<file path="src/rtl/smc_sorter.sv">
// rtl/smc_sorter.sv - six-word descending insertion sorter feeding the SMC output chooser
//
// Purpose: accepts six WIDTH-bit words serially, insertion-sorts them into
// descending order, and presents the sorted group plus the mode captured with
// the first word as a registered bundle, flagged by a one-cycle out_valid.
//
// Ports:
//   clk       - single clock, rising edge
//   rst       - synchronous active-high reset
//   in_valid  - in_data (and mode_in on the first word) offered this cycle
//   in_data   - unsigned word to insert
//   mode_in   - group mode, sampled only with the first word of a group
//   in_ready  - a word is accepted this cycle when in_valid is also high
//   out_valid - one-cycle pulse marking a complete sorted group on n0..n5
//   mode_out  - mode latched with the first word of the group
//   n0..n5    - sorted group, n0 largest, n5 smallest; held until next group

module smc_sorter #(
   parameter int WIDTH = 10
) (
   input  logic             clk,
   input  logic             rst,
   input  logic             in_valid,
   input  logic [WIDTH-1:0] in_data,
   input  logic [1:0]       mode_in,
   output logic             in_ready,
   output logic             out_valid,
   output logic [1:0]       mode_out,
   output logic [WIDTH-1:0] n0,
   output logic [WIDTH-1:0] n1,
   output logic [WIDTH-1:0] n2,
   output logic [WIDTH-1:0] n3,
   output logic [WIDTH-1:0] n4,
   output logic [WIDTH-1:0] n5
);

   typedef enum logic {
      S_FILL = 1'b0,
      S_OUT  = 1'b1
   } state_t;

   state_t           r_state;
   state_t           w_next;
   logic [2:0]       r_count;
   logic [1:0]       r_mode_pend;
   logic [1:0]       r_mode_out;
   logic [WIDTH-1:0] r_arr [6];
   logic [WIDTH-1:0] r_n   [6];
   logic [WIDTH-1:0] w_ins [6];
   logic [2:0]       w_pos;
   logic             w_xfer;

   // State register
   always_ff @(posedge clk) begin
      if (rst) begin
         r_state <= S_FILL;
      end else begin
         r_state <= w_next;
      end
   end

   // Next state and handshake outputs
   always_comb begin
      w_next    = r_state;
      in_ready  = 1'b0;
      out_valid = 1'b0;
      case (r_state)
         S_FILL: begin
            in_ready = 1'b1;
            if (in_valid && (r_count == 3'd5)) begin
               w_next = S_OUT;
            end
         end
         S_OUT: begin
            out_valid = 1'b1;
            w_next    = S_FILL;
         end
         default: begin
            w_next = S_FILL;
         end
      endcase
   end

   assign w_xfer = in_valid & in_ready;

   // The array is kept sorted, so "new word beats slot k" is true for a
   // contiguous tail of occupied slots; the lowest such k is the landing slot.
   // Scanning downward lets the last hit win. Equal values never win, which
   // places the new word after existing equals.
   always_comb begin
      w_pos = r_count;
      for (int k = 5; k >= 0; k--) begin
         if ((3'(k) < r_count) && (in_data > r_arr[k])) begin
            w_pos = 3'(k);
         end
      end
   end

   // Slots above the landing point keep their place, the landing slot takes the
   // new word, and everything below shifts down by one. Unoccupied slots hold
   // zero, so shifting them in is harmless.
   always_comb begin
      w_ins[0] = (w_pos == 3'd0) ? in_data : r_arr[0];
      for (int k = 1; k < 6; k++) begin
         w_ins[k] = r_arr[k];
         if (3'(k) == w_pos) begin
            w_ins[k] = in_data;
         end else if (3'(k) > w_pos) begin
            w_ins[k] = r_arr[k-1];
         end
      end
   end

   // Datapath: insertion array, counter, mode capture, output bundle
   always_ff @(posedge clk) begin
      if (rst) begin
         r_count     <= 3'd0;
         r_mode_pend <= 2'd0;
         r_mode_out  <= 2'd0;
         for (int k = 0; k < 6; k++) begin
            r_arr[k] <= '0;
            r_n[k]   <= '0;
         end
      end else if (w_xfer) begin
         if (r_count == 3'd5) begin
            r_n        <= w_ins;
            r_mode_out <= r_mode_pend;
            r_count    <= 3'd0;
            for (int k = 0; k < 6; k++) begin
               r_arr[k] <= '0;
            end
         end else begin
            r_arr   <= w_ins;
            r_count <= r_count + 3'd1;
            if (r_count == 3'd0) begin
               r_mode_pend <= mode_in;
            end
         end
      end
   end

   assign mode_out = r_mode_out;
   assign n0       = r_n[0];
   assign n1       = r_n[1];
   assign n2       = r_n[2];
   assign n3       = r_n[3];
   assign n4       = r_n[4];
   assign n5       = r_n[5];

endmodule

</file>
<file path="config.mk">
export PLATFORM = sky130hd
export DESIGN_NAME = smc_sorter
export DESIGN_NICKNAME = d
export VERILOG_FILES = /design/src/rtl/smc_sorter.sv
export SDC_FILE = /design/constraint.sdc
export NUM_CORES = 1
export LEC_CHECK = 0
export CORE_MARGIN = 2
export CORE_UTILIZATION = 33
export DETAILED_ROUTE_END_ITERATION = 7
export PLACE_DENSITY = 0.57
export SYNTH_ARGS = -nofsm -noshare
export SYNTH_HDL_FRONTEND = slang
export SYNTH_SLANG_ARGS = --single-unit
</file>
<file path="constraint.sdc">
create_clock -name clk -period 2.95 [get_ports clk]
set_input_delay 0.295 -clock clk [delete_from_list [all_inputs] [get_ports clk]]
set_output_delay 0.295 -clock clk [all_outputs]
set_load 0.02 [all_outputs]
</file>
==> out/metrics.yaml <==
placement:
  gp_congestion: 0.9043
  post-dp-hpwl_mm: 22.50
  port_buffers: 78
  place_area_um2: 10420
sta:
  grt_setup_unrepaired: "yes"
  fin_crit_sh_pct: 101.4
  finalHoldViolCount: 0
  worst_slack_ns: -0.04010
  fmax_ghz: 0.3344
  fin_worst_skew_ns: 0.01743
  slew_viol_final: 0
  period_minus_slack_ns: 2.990
  tightest_slew_ns: 0.6314
  relSlewSlack_pct: 57.90
  whs_ns: 0.2219
  setup_viol: 19
finish:
  final_area_um2: 12560
  area_delta_synth_final_pct: 57.81
  mostFrequentLayoutCells: "buf_4, dfxtp_1, nand2_1"
  area.sequential_um2: 2584
  layout_commonest_cell: "buf_4"
  multiInputGateArea_um2: 5808
  fillerInstances: 2187
  antenna_cells: 0
  drive_gt1_share_pct: 37.42
  layout.nets: 1281
drt:
  wirelength_mm: 32.24
  route.detailed.drc: 0
  first_pass_iters: 5
  post_drt_via_cell_ratio: 5.627
  drtIter0Drc: 799
  ant_nets: 0
  wl_per_cell_um: 21.00
  vias: 8637
floorplanning:
  die_area_um2: 25380
  ioPinCount: 79
  die_y_um: 159.3
  core_area_um2: 23540
  num_rows: 56
  chipWidth_um: 159.3
  start_util_pct: 33.81
worst_setup_path:
  cp_max_fo: 6
  cp-start-kind: "register"
  required_ns: 3.29
  timing.critical_path.mode_cell: "buf_4"
  arrival_ns: 3.33
  cpPeakStageDelay_ns: 0.37
  crit_slowest_cell: "dfxtp_2"
  path_cells: "inv_2, ha_4, nand4_1, a211oi_2, buf_4, a2111oi_4, buf_4, o2bb2ai_4, nor3_4, buf_12, buf_4, a21oi_2, nand3_1, a311oi_2"
  crit_type: "reg -> reg"
  worst_setup_path_end_kind: "register"
power:
  power_frac_comb_pct: 29.5
  irDropWorstVdd_v: 0.0003496
  power.net_switching_w: 0.001810
  leakage_nw: 4.678
  pwr_density_cell_nw_per_um2: 445.6
  p_sw_share_pct: 32.34
  power_w: 0.005597
  clock_power_share_pct: 37.7
  seq_power_share_pct: 32.8
  intPower_w: 0.003787
clock_tree:
  clk_pin_slew_ns: 0.06
  htree_levels: 4
  clk_path_buf_depth: 2
  cts_root_buf: "clkbuf_16"
  clk_latency_ns: 0.44
  ctsHoldBuffers: 0
  cts.sinks: 128
  cts_tree: "done"
  cts_buffers: 17
yosys:
  synth_seq_cells: 128
  synthArstFlopShare_pct: 0
  synth-seq-area-share_pct: 32.19
  synthCells: 947
  yosysWarnings: 0
  ys_dominant_reg_cell: "dfxtp_1"
  synth_edf_count: 0
  syn_area_um2: 7960
  syn-mean-instance-area_um2: 8.406
  synth_fp_nets: 1024
  synth.distinct_cells: 74
global_route:
  grt_start_max_net_pins: 66
  grt_first_pass_wirelength_mm: 47.40
  antenna_found_initial: 0
  grtUsageTotal_pct: 24.14
  grt.overflow.total: 0
  grt_pass1_vias: 8285
worst_hold_path:
  min_path_type: "in -> reg"
flow_run:
  max-cap-violations: 0
status:
  violations: "setup timing"
  status: "finished with violations"
==> cells by family (layout without fill, tap and decap cells) <==
| logic type | Yosys count | after routing | share of synthesized area, % |
|---|---|---|---|
| mux | 41 | 41 | 5.187 |
| compound gates | 276 | 277 | 26.55 |
| flops | 128 | 128 | 32.19 |
| fa+ha+maj | 62 | 62 | 9.745 |
| buf+inv | 145 | 413 | 7.513 |
| simple gates | 294 | 294 | 18.71 |
| xor+xnor | 1 | 1 | 0.1100 |
==> layout make-up <==
class                   count  share of cell area, %
clock buffers              18                  3.416
flip-flops and latches    128                  20.57
multi-input cells         675                  46.24
well taps                 319                  3.177
repair buffers            312                  23.37
inverters                  70                  2.131
clock inverters            13                  1.106
==> critical path: cells and delay by family, from the launching register on <==
family / cells / cell delay, ns
AO/OA/AOI/OAI: 5 / 1.14
adder cells (fa/ha/maj): 1 / 0.28
buffers and inverters: 5 / 0.66
flip-flops: 1 / 0.37
AND/OR/NAND/NOR: 3 / 0.46
==> repair_timing <==
item | CTS | global route
endpoints found under the setup margin | 120 | 120
gates resized for setup | 109 | 143
gates cloned | 4 | 4
pin swaps | 30 | 53
buffers inserted | 14 | 24
==> registers in the layout (all words and copies together) (netlist names) <==
signal       count
mode_out         2
n0              10
n1              10
n2              10
n3              10
n4              10
n5              10
r_arr           60
r_count          3
r_mode_pend      2
r_state          1
==> Yosys cell counts, types with 4 or more instances <==
library cell    n  area share (%)
dfxtp_1       128              32
nand2_1        85             4.0
inv_1          69             3.3
nor2_1         68             3.2
ha_1           62             9.7
a21oi_1        49             3.1
clkbuf_1       49             2.3
mux2i_1        39             4.9
o21ai_0        37             2.3
o31ai_1        35             3.3
nand3b_1       29             2.7
nand4_1        23             1.8
nor3_1         23             1.4
nand3_1        22             1.4
a221o_1        20             2.5
buf_2          18             1.1
o211ai_1       17             1.6
a211oi_1       13             1.2
o221ai_1       12             1.3
a22oi_1        11             1.0
a221oi_1       10             1.1
a22o_1         10             1.1
a311oi_1       10             1.1
or3_1           8            0.63
nand2b_1        6            0.47
o211a_1         6            0.75
a32oi_1         5            0.55
and3_1          5            0.39
nor4_1          5            0.39
buf_4           4            0.38
nor2b_1         4            0.31
o21ai_2         4            0.44
o311ai_1        4            0.44
==> worst paths after layout <==
| kind | from | endpoint | slack [ns] | depth (start not counted) |
|---|---|---|---|---|
| worst max-delay path | r_arr[27] | n0[4] | -0.04 | 14 |
| worst min-delay path | rst | r_count[0] | 0.22 | 2 |
| worst max register to register | r_arr[27] | n0[4] | -0.04 | 14 |
| worst min register to register | n5[7] | n5[7] | 0.45 | 2 |
==> power groups by stage <==
| stage | Clock, W | Sequential [W] | Combinational, W |
|---|---|---|---|
| detailed placement | 0 | 0.00186 | 0.00122 |
| floorplan | 0 | 0.00185 | 0.000654 |
| global route | 0.00221 | 0.00184 | 0.00175 |
| CTS | 0.00213 | 0.00183 | 0.00144 |
| global placement | 0 | 0.00186 | 0.00122 |
| finish | 0.00211 | 0.00183 | 0.00165 |
==> routing by layer <==
metal / GRT usage, % / vias to the layer above / share of wire [%]
met5: 0 / - / 0
met4: 10.29 / 0 / 4.4
met3: 3.673 / 80 / 5.8
met2: 40.40 / 340 / 47
met1: 30.94 / 4153 / 43
li1: - / 4064 / -
==> through the flow <==
stage	TNS (ns)	instances	util [%]	setup slack, ns
3_3_place_gp	-77.65	1461	44.26	-0.8145
6_report	-0.2767	1535	53.36	-0.04010
5_1_grt	-5.422	1535	53.36	-0.1533
3_5_place_dp	-79.41	1461	44.26	-0.8094
2_1_floorplan	0	947	-	0.01224
4_1_cts	-2.881	1508	49.74	-0.08943
Power figures use the tool's default switching activity.
